**src/rtl/seg_pkg.sv**
```systemverilog
// seg_pkg: shared definitions for the seven-segment update controller.
//   - seg_state_t : controller FSM encodings (IDLE / WAIT_DONE)
//   - DEC_MAX / HEX_MAX : largest values the six-digit display can show
//   - DIGITS : number of display digits
//   - clamp_value : saturates a value to the display range, flags overflow
package seg_pkg;

  typedef enum logic [0:0] {
    IDLE      = 1'b0,
    WAIT_DONE = 1'b1
  } seg_state_t;

  localparam int          DIGITS  = 6;
  localparam logic [31:0] DEC_MAX = 32'd999_999;
  localparam logic [31:0] HEX_MAX = 32'h00FF_FFFF;

  // Returns {overflow, value}; base=1 selects the decimal range.
  function automatic logic [32:0] clamp_value(input logic [31:0] data,
                                              input logic        base);
    logic [31:0] limit;
    limit = base ? DEC_MAX : HEX_MAX;
    if (data > limit) clamp_value = {1'b1, limit};
    else              clamp_value = {1'b0, data};
  endfunction

endpackage

```
**src/rtl/seg_interval_timer.sv**
```systemverilog
// seg_interval_timer: loadable down counter that stops at zero.
//   clk, rst_n : clock, asynchronous active-low reset
//   load       : load load_val this cycle (wins over decrement)
//   load_val   : reload value
//   ivl_ok     : counter has reached zero
module seg_interval_timer #(
  parameter int W = 24
) (
  input  logic         clk,
  input  logic         rst_n,
  input  logic         load,
  input  logic [W-1:0] load_val,
  output logic         ivl_ok
);

  logic [W-1:0] cnt_reg;

  always_ff @(posedge clk or negedge rst_n) begin
    if (!rst_n) begin
      cnt_reg <= '0;
    end else if (load) begin
      cnt_reg <= load_val;
    end else if (cnt_reg != '0) begin
      cnt_reg <= cnt_reg - 1'b1;
    end
  end

  assign ivl_ok = (cnt_reg == '0);

endmodule

```
**src/rtl/seg_update_ctrl.sv**
```systemverilog
// seg_update_ctrl: feeds value updates to the six-digit seven-segment display.
// Keeps a one-deep latest-value-wins buffer, rate-limits writes to one per
// MIN_INTERVAL cycles, counts overwritten updates and aborts a write whose
// done pulse never arrives.
//   in_data/in_base/in_valid : application update (always accepted)
//   force_upd                : next issue ignores the interval ("force" is a
//                              reserved word, hence the name)
//   seg_data/seg_base/seg_wen: display write port; seg_rdy/seg_done back
//   busy        : waiting for display done
//   drop_cnt    : saturating count of updates overwritten before issue
//   timeout_err : sticky, set when done never arrives
//   ovf         : pulses with seg_wen when the value was clamped
// Build option: define SEG_UPD_CLAMP_EN to clamp out-of-range values at issue.
module seg_update_ctrl
  import seg_pkg::*;
#(
  parameter logic [23:0] MIN_INTERVAL = 24'd4_999_999,
  parameter logic [15:0] DONE_TIMEOUT = 16'd1023
) (
  input  logic        clk,
  input  logic        rst_n,
  input  logic [31:0] in_data,
  input  logic        in_base,
  input  logic        in_valid,
  input  logic        force_upd,
  output logic [31:0] seg_data,
  output logic        seg_base,
  output logic        seg_wen,
  input  logic        seg_rdy,
  input  logic        seg_done,
  output logic        busy,
  output logic [15:0] drop_cnt,
  output logic        timeout_err,
  output logic        ovf
);

  seg_state_t  state_reg, state_next;
  logic [31:0] pend_data_reg, pend_data_next;
  logic        pend_base_reg, pend_base_next;
  logic        pend_vld_reg, pend_vld_next;
  logic        force_pend_reg, force_pend_next;
  logic [15:0] to_cnt_reg, to_cnt_next;
  logic [31:0] seg_data_reg, seg_data_next;
  logic        seg_base_reg, seg_base_next;
  logic        seg_wen_next, busy_next, ovf_next, timeout_err_next;
  logic        seg_wen_reg, busy_reg, ovf_reg, timeout_err_reg;
  logic [15:0] drop_cnt_reg, drop_cnt_next;
  logic        ivl_ok, issue;
  logic [31:0] issue_data;
  logic        issue_ovf;

  seg_interval_timer #(.W(24)) u_ivl (
    .clk      (clk),
    .rst_n    (rst_n),
    .load     (issue),
    .load_val (MIN_INTERVAL),
    .ivl_ok   (ivl_ok)
  );

  always_ff @(posedge clk or negedge rst_n) begin
    if (!rst_n) begin
      state_reg       <= IDLE;
      pend_data_reg   <= '0;
      pend_base_reg   <= 1'b0;
      pend_vld_reg    <= 1'b0;
      force_pend_reg  <= 1'b0;
      to_cnt_reg      <= '0;
      seg_data_reg    <= '0;
      seg_base_reg    <= 1'b0;
      seg_wen_reg     <= 1'b0;
      busy_reg        <= 1'b0;
      drop_cnt_reg    <= '0;
      timeout_err_reg <= 1'b0;
      ovf_reg         <= 1'b0;
    end else begin
      state_reg       <= state_next;
      pend_data_reg   <= pend_data_next;
      pend_base_reg   <= pend_base_next;
      pend_vld_reg    <= pend_vld_next;
      force_pend_reg  <= force_pend_next;
      to_cnt_reg      <= to_cnt_next;
      seg_data_reg    <= seg_data_next;
      seg_base_reg    <= seg_base_next;
      seg_wen_reg     <= seg_wen_next;
      busy_reg        <= busy_next;
      drop_cnt_reg    <= drop_cnt_next;
      timeout_err_reg <= timeout_err_next;
      ovf_reg         <= ovf_next;
    end
  end

  always_comb begin
    state_next       = state_reg;
    pend_data_next   = pend_data_reg;
    pend_base_next   = pend_base_reg;
    pend_vld_next    = pend_vld_reg;
    force_pend_next  = force_pend_reg;
    to_cnt_next      = to_cnt_reg;
    seg_data_next    = seg_data_reg;
    seg_base_next    = seg_base_reg;
    seg_wen_next     = 1'b0;
    ovf_next         = 1'b0;
    drop_cnt_next    = drop_cnt_reg;
    timeout_err_next = timeout_err_reg;
    issue            = 1'b0;

`ifdef SEG_UPD_CLAMP_EN
    {issue_ovf, issue_data} = clamp_value(pend_data_reg, pend_base_reg);
`else
    issue_data = pend_data_reg;
    issue_ovf  = 1'b0;
`endif

    case (state_reg)
      IDLE: begin
        // seg_rdy is sampled before every write so a wen is never lost.
        if (pend_vld_reg && seg_rdy && (ivl_ok || force_pend_reg)) begin
          issue         = 1'b1;
          seg_wen_next  = 1'b1;
          seg_data_next = issue_data;
          seg_base_next = pend_base_reg;
          ovf_next      = issue_ovf;
          to_cnt_next   = '0;
          state_next    = WAIT_DONE;
        end
      end
      WAIT_DONE: begin
        if (seg_done) begin
          state_next = IDLE;
        end else if (to_cnt_reg == DONE_TIMEOUT - 16'd1) begin
          state_next       = IDLE;
          timeout_err_next = 1'b1;
        end else begin
          to_cnt_next = to_cnt_reg + 16'd1;
        end
      end
      default: state_next = IDLE;
    endcase

    // Buffer: a new update always wins; it is a drop only if it replaces a
    // value that was not issued this same cycle.
    if (in_valid) begin
      pend_data_next = in_data;
      pend_base_next = in_base;
      pend_vld_next  = 1'b1;
      if (pend_vld_reg && !issue && drop_cnt_reg != 16'hFFFF)
        drop_cnt_next = drop_cnt_reg + 16'd1;
    end else if (issue) begin
      pend_vld_next = 1'b0;
    end

    // A force pulse coinciding with an issue is kept for the following one.
    if (force_upd)  force_pend_next = 1'b1;
    else if (issue) force_pend_next = 1'b0;

    busy_next = (state_next == WAIT_DONE);
  end

  assign seg_data    = seg_data_reg;
  assign seg_base    = seg_base_reg;
  assign seg_wen     = seg_wen_reg;
  assign busy        = busy_reg;
  assign drop_cnt    = drop_cnt_reg;
  assign timeout_err = timeout_err_reg;
  assign ovf         = ovf_reg;

endmodule

```
**config.mk**
```make
export PLATFORM = sky130hd
export DESIGN_NAME = seg_update_ctrl
export DESIGN_NICKNAME = d
export VERILOG_FILES = /design/src/rtl/seg_pkg.sv /design/src/rtl/seg_interval_timer.sv /design/src/rtl/seg_update_ctrl.sv
export SDC_FILE = /design/constraint.sdc
export NUM_CORES = 1
export LEC_CHECK = 0
export CORE_MARGIN = 4
export CORE_UTILIZATION = 25
export CTS_CLUSTER_SIZE = 8
export DETAILED_ROUTE_END_ITERATION = 10
export GPL_TIMING_DRIVEN = 0
export PLACE_DENSITY = 0.52
export SYNTH_ARGS = -nofsm -noshare
export SYNTH_HDL_FRONTEND = slang
export SYNTH_HIERARCHICAL = 1
export SYNTH_SLANG_ARGS = --single-unit
```
**constraint.sdc**
```tcl
create_clock -name clk -period 4.9 [get_ports clk]
set_input_delay 1.47 -clock clk [delete_from_list [all_inputs] [get_ports clk]]
set_output_delay 1.47 -clock clk [all_outputs]
set_load 0.005 [all_outputs]
```
==> results by group <==
Status
  • Status: complete, no violations

Placed design
  • DP HPWL: 10400 um
  • # port buffers: between 80 and 90
  • Placer Congestion: 0.755
  • Placed cell count: 1015
  • Worst slack at placement: -0.0161 ns

Timing
  • Final Cycle Share: around 90%
  • Unrepaired setup endpoints after global routing: false
  • Final setup vio count: 0
  • Slew headroom: between 40% and 50%
  • Fin. Hold Viols: 0
  • Final max-slew violation count: 0
  • Worst Clk Skew: 0.00775 ns
  • Crit path time final: 4.41 ns
  • Actual slew at the worst max-slew pin: roughly 0.8 ns
  • Setup slack after layout: 0.494 ns
  • Fmax achieved: about 230 MHz

Clock tree
  • H-tree levels: 4
  • CTS Root Cell: clkbuf_16
  • Max Root-Sink Buffers: 2
  • Post-CTS Setup Bufs: 0
  • Hold Buf Count CTS: 0
  • Worst-path clk slew: approximately 0.06 ns
  • Clk_lat worst skew: 0.42 ns
  • Gates resized, CTS repair: 0
  • CTS tree: built
  • CTS buffer count: 17
  • CTS Sinks: 127

Route
  • Remaining antenna violation count: 0
  • Number of detailed-route iterations in the first pass: 6
  • Final WL: 15200 um
  • Via Count: 4630
  • DR WL/cell: 14.5 um
  • DRT iter0 DRCs: 251
  • Drt drc: 0
  • Drt via density: 4.42

Pwr
  • Total chip power: 4.17 mW
  • Clock share of power: 30.2%
  • Switching share of power: 33.5%
  • P_int: between 2 and 3 mW
  • Pwr/cell area: roughly 520 nW/um^2
  • Leak Pwr: 3.34 nW
  • P_sw: 1.39 mW
  • Worst vdd ir: about 0.00023 V
  • Comb pwr share: 30.5%
  • Seq pwr share: between 30% and 40%

Worst setup path
  • CP Launch Type: input port
  • CP max FO: 11
  • Crit Path Class: input port to flop
  • Reg-to-reg critical path startpoint: u_ivl/cnt_reg[21]
  • Worst Setup End Kind: flop
  • CP required: 5.20 ns
  • Critical Path AT: 4.70 ns
  • Critical Path Source: seg_rdy

Global routing
  • Initial antenna violation count: 0
  • First-pass GRT wire length: 25300 um
  • Largest net degree at the start of global routing: just under 80
  • Vias in the first global route: roughly 4.8k
  • GR Util All Layers: 12.1%
  • Grt total ovfl: 0

Synthesis
  • Synth async-reset ratio: 100%
  • Post-synth EDFFs: 0
  • Post-synthesis sequential area ratio: 53.2%
  • Mean post-synth cell area: 10.2 um^2
  • Mapped cell area: slightly below 6000 um^2
  • Synth Flop Type: dfrtp_1
  • Synth Instances: 583
  • Synth Register Bits: between 100 and 150
  • Count of synthesis-stage warnings from yosys: 6
  • Synth cell types: 67

Worst hold path
  • Hold_sp: issue_data[5]
  • Hold crit path type: flop to flop

Finish
  • Register Area: ~3200 um^2
  • Fill cell count: 2411
  • ANT cells: 0
  • Final nets: 759
  • Area Growth Syn to Fin: 33.3%
  • Area of the multi-input gates: 2710 um^2
  • Non-filler instance count after layout: between 1k and 1.5k
  • Layout cells sized above 1: 12.6%

Die
  • Initial core utilization: about 25%
  • Die H: 163 um
  • Die Wd: 163 um
  • Die footprint: 26400 um^2
  • Rows: 56
  • I/O pin count: 92
  • Core box area: 23500 um^2

Flow run
  • Max-Cap Viols: 0
==> cell families (layout without fill, tap and decap cells) <==
family	Yosys count	count (layout)	synth area share, %
XOR/XNOR	28	28	4.11
multiplexers	42	42	7.84
AO/OA/AOI/OAI	82	82	9.29
AND/OR/NAND/NOR	259	259	21.6
flip-flops	127	127	53.2
other	2	25	0.126
adder cells (fa/ha/maj)	5	5	1.05
buffers and inverters	38	160	2.77
==> metal layers <==
layer  track usage, %  share of wire [%]  wire length (um)  up-vias
met1             16.0                 48              7250     2250
li1                 -                  -                 -     2285
met3             3.21                4.6               696       13
met2             19.3                 47              7100       82
met5                0                  0                 0        -
met4             4.04                1.2               179        0
==> worst max-delay path, cell delays in order <==
cell	delay (ns)
clkdlybuf4s50_1	0.45
nor2b_1	0.25
clkbuf_1	0.30
nand3_1	0.28
inv_2	0.29
buf_1	0.55
clkbuf_1	0.40
inv_1	0.14
clkbuf_1	0.26
mux2_2	0.32
==> cells in the final DEF (no fill, tap or decap), drive strengths merged, types with 5 or more instances in the layout <==
| cell | instances |
|---|---|
| a21oi | 17 |
| a31oi | 11 |
| and3 | 5 |
| buf | 12 |
| clkbuf | 39 |
| clkdlybuf4s50 | 88 |
| clkinv | 5 |
| conb | 25 |
| dfrtp | 127 |
| ha | 5 |
| inv | 11 |
| mux2 | 38 |
| nand2 | 142 |
| nand3 | 19 |
| nand4 | 9 |
| nor2 | 22 |
| nor3 | 11 |
| nor4 | 10 |
| o211ai | 6 |
| o21ai | 20 |
| o31ai | 10 |
| or3 | 7 |
| or4 | 9 |
| xnor2 | 10 |
| xor2 | 18 |
==> stage by stage <==
stage / setup TNS (ns) / hold WS (ns) / cell area (um^2) / utilization (%)
3_3_place_gp: -404.60 / 0.443 / 7340 / 31.3
4_1_cts: 0 / 0.461 / 7960 / 33.9
2_1_floorplan: 0 / 0.435 / 6050 / -
3_5_place_dp: -0.0161 / 0.446 / 7370 / 31.4
6_report: 0 / 0.457 / 7960 / 33.9
5_1_grt: 0 / 0.480 / 7960 / 33.9
==> power by group through the flow <==
stage	sequential [mW]	combinational [mW]	clock, mW
floorplan	1.61	0.695	0
global placement	1.65	1.27	0
detailed placement	1.65	1.29	0
CTS	1.64	1.30	1.30
global route	1.69	1.44	1.34
finish	1.64	1.27	1.26
==> layout make-up <==
cell class              count  share of cell area [%]
plain buffers              29                    1.65
clock buffers              20                    5.61
clock inverters            12                    1.71
inverters                   9                   0.425
multi-input cells         441                    34.1
flip-flops and latches    127                    39.9
well taps                 319                    5.02
repair buffers             90                    11.6
==> path summary, 6_finish.rpt <==
path,slack [ns],depth (start not counted),endpoint
setup / recovery,0.49,10,u_ivl/cnt_reg[10]
hold / removal,0.46,2,seg_data[5]
setup reg to reg,0.69,12,u_ivl/cnt_reg[10]
hold reg to reg,0.46,2,seg_data[5]
max in group asynchronous,3.12,2,seg_data[4]
min in group asynchronous,0.98,1,seg_wen
==> synthesized netlist by cell type, types with 8 or more instances <==
| cell | n | share of area, % |
|---|---|---|
| a21oi_1 | 16 | 1.3 |
| a31oi_1 | 11 | 1.2 |
| clkbuf_1 | 19 | 1.2 |
| dfrtp_1 | 127 | 53 |
| inv_1 | 8 | 0.50 |
| mux2_2 | 37 | 7.0 |
| nand2_1 | 141 | 8.9 |
| nand3_1 | 18 | 1.5 |
| nand4_1 | 8 | 0.84 |
| nor2_1 | 22 | 1.4 |
| nor3_1 | 10 | 0.84 |
| nor4_1 | 8 | 0.84 |
| o21ai_0 | 20 | 1.7 |
| o31ai_1 | 10 | 1.3 |
| or4_1 | 8 | 1.0 |
| xnor2_1 | 10 | 1.5 |
| xor2_1 | 18 | 2.6 |
No activity file was read; power rests on OpenSTA's default activity.
